--- src/rtl/ack_eoi_controller_8259.sv ---
// 8259 interrupt-acknowledge sequencer plus EOI / priority-rotation control.
// Every flop updates on the falling clock edge, in step with the in-service register.
module ack_eoi_controller_8259 #(
  parameter logic [2:0] RESET_ROTATE = 3'b111
) (
  input  logic       clock,
  input  logic       reset_n,
  input  logic       interrupt_acknowledge_n,
  input  logic [7:0] interrupt,
  input  logic [7:0] highest_level_in_service,
  input  logic       icw1_write,
  input  logic       icw4_upm,
  input  logic       icw4_aeoi,
  input  logic       ocw2_write,
  input  logic [7:0] ocw2_data,
  output logic       latch_in_service,
  output logic [7:0] end_of_interrupt,
  output logic [2:0] priority_rotate,
  output logic [2:0] acknowledged_level,
  output logic       spurious,
  output logic       vector_output_enable,
  output logic [1:0] vector_byte_select
);

  typedef enum logic [1:0] {StIdle, StAck1, StAck2, StAck3} state_e;

  state_e     state;
  logic       prev_inta;
  logic       rotate_in_aeoi;
  logic       inta_fall, inta_rise, seq_end, aeoi_fire;
  logic [7:0] aeoi_mask, ocw2_mask;
  logic       ocw2_rotate_en;
  logic [2:0] ocw2_rotate;

  function automatic logic [2:0] encode(input logic [7:0] onehot);
    logic [2:0] idx;
    idx = 3'd0;
    for (int i = 0; i < 8; i++) begin
      if (onehot[i]) idx = 3'(i);
    end
    return idx;
  endfunction

  assign inta_fall = prev_inta & ~interrupt_acknowledge_n;
  assign inta_rise = ~prev_inta & interrupt_acknowledge_n;
  // Final pulse: 2nd in 8086 mode (leaving ACK2), 3rd in 8080 mode (leaving ACK3).
  assign seq_end   = inta_rise & (((state == StAck2) & icw4_upm) | (state == StAck3));
  assign aeoi_fire = seq_end & icw4_aeoi & ~spurious;
  assign aeoi_mask = aeoi_fire ? (8'h01 << acknowledged_level) : 8'h00;

  always_comb begin
    ocw2_mask      = 8'h00;
    ocw2_rotate_en = 1'b0;
    ocw2_rotate    = ocw2_data[2:0];
    if (ocw2_write) begin
      case (ocw2_data[7:5])
        3'b001: ocw2_mask = highest_level_in_service;
        3'b011: ocw2_mask = 8'h01 << ocw2_data[2:0];
        3'b101: begin
          ocw2_mask      = highest_level_in_service;
          ocw2_rotate_en = |highest_level_in_service;
          ocw2_rotate    = encode(highest_level_in_service);
        end
        3'b111: begin
          ocw2_mask      = 8'h01 << ocw2_data[2:0];
          ocw2_rotate_en = 1'b1;
        end
        3'b110:  ocw2_rotate_en = 1'b1;
        default: ;
      endcase
    end
  end

  always_ff @(negedge clock or negedge reset_n) begin
    if (!reset_n) begin
      state                <= StIdle;
      prev_inta            <= 1'b1;
      rotate_in_aeoi       <= 1'b0;
      latch_in_service     <= 1'b0;
      end_of_interrupt     <= 8'h00;
      priority_rotate      <= RESET_ROTATE;
      acknowledged_level   <= 3'd0;
      spurious             <= 1'b0;
      vector_output_enable <= 1'b0;
      vector_byte_select   <= 2'd0;
    end else if (icw1_write) begin
      state                <= StIdle;
      prev_inta            <= 1'b1;
      rotate_in_aeoi       <= 1'b0;
      latch_in_service     <= 1'b0;
      end_of_interrupt     <= 8'h00;
      priority_rotate      <= RESET_ROTATE;
      acknowledged_level   <= 3'd0;
      spurious             <= 1'b0;
      vector_output_enable <= 1'b0;
      vector_byte_select   <= 2'd0;
    end else begin
      prev_inta        <= interrupt_acknowledge_n;
      latch_in_service <= 1'b0;
      end_of_interrupt <= aeoi_mask | ocw2_mask;

      // OCW2 rotation overrides an AEOI rotation landing in the same cycle.
      if (ocw2_rotate_en) begin
        priority_rotate <= ocw2_rotate;
      end else if (aeoi_fire && rotate_in_aeoi) begin
        priority_rotate <= acknowledged_level;
      end

      if (ocw2_write && ocw2_data[7:5] == 3'b100) rotate_in_aeoi <= 1'b1;
      if (ocw2_write && ocw2_data[7:5] == 3'b000) rotate_in_aeoi <= 1'b0;

      if (inta_rise) begin
        vector_output_enable <= 1'b0;
        vector_byte_select   <= 2'd0;
      end

      unique case (state)
        StIdle: begin
          if (inta_fall) begin
            state                <= StAck1;
            latch_in_service     <= |interrupt;
            spurious             <= ~|interrupt;
            acknowledged_level   <= (|interrupt) ? encode(interrupt) : 3'd7;
            vector_output_enable <= ~icw4_upm;
            vector_byte_select   <= icw4_upm ? 2'd0 : 2'd1;
          end
        end
        StAck1: begin
          if (inta_fall) begin
            state                <= StAck2;
            vector_output_enable <= 1'b1;
            vector_byte_select   <= 2'd2;
          end
        end
        StAck2: begin
          if (inta_fall && !icw4_upm) begin
            state                <= StAck3;
            vector_output_enable <= 1'b1;
            vector_byte_select   <= 2'd3;
          end else if (seq_end) begin
            state    <= StIdle;
            spurious <= 1'b0;
          end
        end
        StAck3: begin
          if (seq_end) begin
            state    <= StIdle;
            spurious <= 1'b0;
          end
        end
      endcase
    end
  end

endmodule

--- config.mk ---
export PLATFORM = sky130hd
export DESIGN_NAME = ack_eoi_controller_8259
export DESIGN_NICKNAME = d
export VERILOG_FILES = /design/src/rtl/ack_eoi_controller_8259.sv
export SDC_FILE = /design/constraint.sdc
export NUM_CORES = 1
export LEC_CHECK = 0
export BUFFER_PORTS_ARGS = -buffer_cell sky130_fd_sc_hd__buf_4
export CORE_ASPECT_RATIO = 0.6
export CORE_MARGIN = 4
export CORE_UTILIZATION = 45
export DETAILED_ROUTE_END_ITERATION = 10
export PLACE_DENSITY = 0.75
export REMOVE_ABC_BUFFERS = 1
export SLEW_MARGIN = 20
export SYNTH_ARGS = -nofsm -noshare
export SYNTH_HDL_FRONTEND = slang
export SYNTH_SLANG_ARGS = --single-unit
--- constraint.sdc ---
create_clock -name clock -period 1.9 [get_ports clock]
set_input_delay 0.38 -clock clock [delete_from_list [all_inputs] [get_ports clock]]
set_output_delay 0.38 -clock clock [all_outputs]
set_load 0.05 [all_outputs]
---- After elaboration in Yosys (flattened, before gate mapping) ----
Cells that the tools add are included.
operators by class
  muxes and demuxes ....................... 60
  reductions and logical operators ........ 21
  shift-type cells ........................ 2
  equality and inequality tests ........... 12
  bitwise gates (word level) .............. 12
operators by type and width
  operator                                                            number
  3-bit two-way mux                                                   21
  8-bit two-way mux                                                   3
  1-bit two-way mux                                                   20
  2-bit two-way mux                                                   10
  8-bit one-hot mux with 2 select lines                               1
  8-bit OR reduction                                                  2
  1-bit by 3-bit << shifter with 8-bit output (first input constant)  2
  3-bit == test (second input constant)                               4
  3-bit inequality test (second input constant)                       3
  8-bit OR                                                            1
  2-bit one-hot mux with 4 select lines                               1
  1-bit AND                                                           6
  1-bit one-hot mux with 3 select lines                               2
  2-bit one-hot mux with 3 select lines                               1
  3-bit nonzero test                                                  2
  2-bit OR reduction                                                  3
  2-bit == test (second input constant)                               2
  1-bit logical AND                                                   4
  1-bit NOT                                                           4
  2-bit AND reduction                                                 2
  2-bit nonzero test                                                  2
  4-bit nonzero test                                                  1
  3-bit by 1-bit == test with 1-bit output (second input constant)    1
  3-bit by 2-bit == test with 1-bit output (second input constant)    1
  7 further kinds                                                     8
word-level totals
  bits of input ports ..................... 31
  register bits ........................... 23
  word-level logic and storage cells ...... 117
  output and inout bits ................... 19

---- Logic depth before layout (Yosys ltp) ----
  depth in word-level cells ............... 11
  mapped depth ............................ 8
  mapped depth without buffers ............ 7

==> qor.csv <==
stage;metric;value;unit
worst_hold_path;hp-class;flip-flop to flip-flop;
place;hpwl;3720;um
sta;setup_tns;-10.40;ns
sta;setup_viol;40;
worst_setup_path;worstSetupStartpointType;flip-flop;
clock_tree;clk_latency;0.35;ns
sta;timing.hold.ws;0.567;ns
finish;final_area;2770;um^2
pwr;leakage;1.28;nW
worst_setup_path;r2r_slack;-0.07;ns
routing;initialDrtViolationCount;287;
place;place_inst;303;
sta;tightestPinTransition;0.421;ns
global_route;busiest_layer;met2;
die;die_h;52.7;um
worst_setup_path;cp_max_fo;2;
status;violations;setup timing;
clock_tree;clk_pin_slew_worst_paths;0.06;ns
global_route;antenna_found_initial;0;
die;initial_utilization;49.6;%
finish;utilization;91.8;%
sta;skew;0.0679;ns
synth;synth_cells;180;
die;coreArea;3020;um^2
worst_setup_path;path_buf_inv;1;
worst_setup_path;reg2reg_depth;7;
global_route;grt_pass1_wl;8720;um
worst_setup_path;critPathKind;flip-flop to primary output;
synth;synth_seq_cells;23;
worst_setup_path;worstPathRequired;1.52;ns
sta;rsz0062_at_grt;true;
worst_setup_path;cpPeakStageDelay;0.57;ns
routing;drc;0;
worst_setup_path;startpoint;priority_rotate[2];
clock_tree;cts_max_level;1;
global_route;gr-usage-met3;7.73;%
sta;finalHoldViolations;0;
global_route;use_met2;42.3;%
routing;drt-pass1-iter-count;6;
worst_setup_path;crit_slowest_cell;dfstp_2;
synth;netlist_area;1500;um^2
finish;area_growth_syn_to_layout;85.2;%
die;fp.dieW;82.5;um
sta;setup_slack;-0.496;ns
place;dpl-instance-area;2180;um^2
die;placementRows;15;
synth;synth_cell_types;43;
global_route;grt_max_degree;24;
finish;final_common_cell;buf_4;
routing;postRouteAntennaNets;0;
synth;async_flop_share;100;%
finish;layout-drive-gt1-share;55.9;%
routing;routedWlPerCell;22.9;um
routing;vias;2100;
finish;layout_common_cells;64 x buf_4, 30 x buf_6, 22 x nor2_1;
clock_tree;cts.sinks;23;
global_route;grt_usage;26.8;%
sta;slew_headroom;71.7;%
clock_tree;cts-root-buf;clkbuf_8;
sta;finalMaxSlewViolations;0;
worst_setup_path;r2r_end;spurious;
worst_setup_path;cp_num_cells;1;
pwr;vdd_drop_max;0.000627;V
finish;stdcell_count;323;
flow_run;cap_violations;0;
worst_setup_path;crit_family;flip-flops;
place;gp_congestion;0.965;
worst_setup_path;cp_cell_sequence;buf_8;
die;ioPinCount;50;
worst_setup_path;cp-endpoint;priority_rotate[2];
global_route;grt_pass1_vias;1823;
synth;synth-edff-count;0;
finish;nets;318;
synth;yosysSeqAreaShare;38.8;%
synth;avgSynthCellArea;8.32;um^2
global_route;grt_overflow_total;0;
clock_tree;clk_path_buf_depth;2;
synth;ys.flop_type;dfrtn_1;
worst_setup_path;end_kind;primary output;
worst_setup_path;r2r-start;state[0];
routing;detail_route.vias_per_cell;6.50;
clock_tree;numCtsBuffers;3;
global_route;grtUsageMet1;35.3;%
clock_tree;cts_tree;built;
die;die-area;4350;um^2
pwr;power_density;653;nW/um^2
synth;yosysWarningCount;0;
finish;antenna_cells;0;
place;io_buffers;47;
worst_setup_path;worstPathArrival;2.02;ns
routing;drt-total-wl;7410;um
status;outcome;finished with violations;
-- kinds of logic (layout without fill, tap and decap cells) --
logic type	after synthesis	count (layout)	share of synthesized area, %
AND/OR/NAND/NOR	89	89	30.7
AO/OA/AOI/OAI	43	43	19.0
flip-flops	23	23	38.8
buffers and inverters	17	118	5.35
adder cells (fa/ha/maj)	5	5	4.18
multiplexers	3	3	2.09
-- worst min path at each step --
stage / cells past startpoint / slack [ns] / start / to
after CTS: 2 / 0.57 / state[1] / state[1]
after detailed placement: 2 / 0.57 / state[1] / state[1]
after global placement: 2 / 0.55 / state[1] / state[1]
after floorplan: 2 / 0.51 / rotate_in_aeoi / rotate_in_aeoi
final: 2 / 0.57 / state[1] / state[1]
after global routing: 2 / 0.62 / state[1] / state[1]
-- cell type report --
| type | instances | area (um^2) |
|---|---|---|
| timing repair buffer | 101 | 928 |
| fill | 106 | 248 |
| clock inverter | 4 | 15.0 |
| sequential | 23 | 581 |
| inverter | 9 | 33.8 |
| clock buffer | 4 | 45.0 |
| multi-input combinational | 140 | 1120 |
| tap | 42 | 52.6 |
-- per-layer routing --
layer / wire [um] / vias to the layer above
li1: - / 852
met2: 3340 / 205
met4: 456 / 0
met5: 0 / -
met1: 2760 / 984
met3: 855 / 59
-- registers in the layout, indices dropped and copies added (netlist names) --
register,flops
vector_output_enable,1
vector_byte_select,2
state,2
priority_rotate,3
latch_in_service,1
end_of_interrupt,8
rotate_in_aeoi,1
spurious,1
acknowledged_level,3
prev_inta,1
-- where the power goes --
group	switching (mW)	internal (mW)	total (mW)
clock	0.195	0.161	0.357
sequential	0.0375	0.532	0.570
combinational	0.502	0.383	0.885
total	0.735	1.08	1.81
-- per-stage QoR --
stage | total power [mW] | setup WS [ns]
global route | 1.88 | -0.514
finish | 1.81 | -0.496
floorplan | 0.878 | -0.488
global placement | 1.15 | -0.607
detailed placement | 1.17 | -0.644
CTS | 1.58 | -0.464
-- worst register-to-register path: cells and delay by family, from the launching register on --
family,cells,cell delay (ns)
AND/OR/NAND/NOR,2,0.27
AO/OA/AOI/OAI,2,0.42
buffers and inverters,2,0.32
flip-flops,1,0.54
adder cells (fa/ha/maj),1,0.27
-- synth_stat cells, drive strengths merged, types with 4 or more instances --
cell type | number | area (um^2)
a21oi | 10 | 50.1
clkbuf | 4 | 15.0
dfrtn | 19 | 475
dfstp | 4 | 105
ha | 5 | 62.6
inv | 10 | 37.5
nand2 | 14 | 52.6
nand2b | 5 | 31.3
nand3 | 6 | 30.0
nor2 | 27 | 101
nor2b | 5 | 31.3
nor3 | 12 | 60.1
o21ai | 9 | 45.0
-- what timing repair did --
item | CTS | global route
hold buffers | 0 | 0
pin swaps | 27 | 17
resized for setup | 60 | 43
buffers inserted | 4 | 10
setup endpoints to repair | 40 | 40
Note: power is estimated with default switching activity, not from simulation.
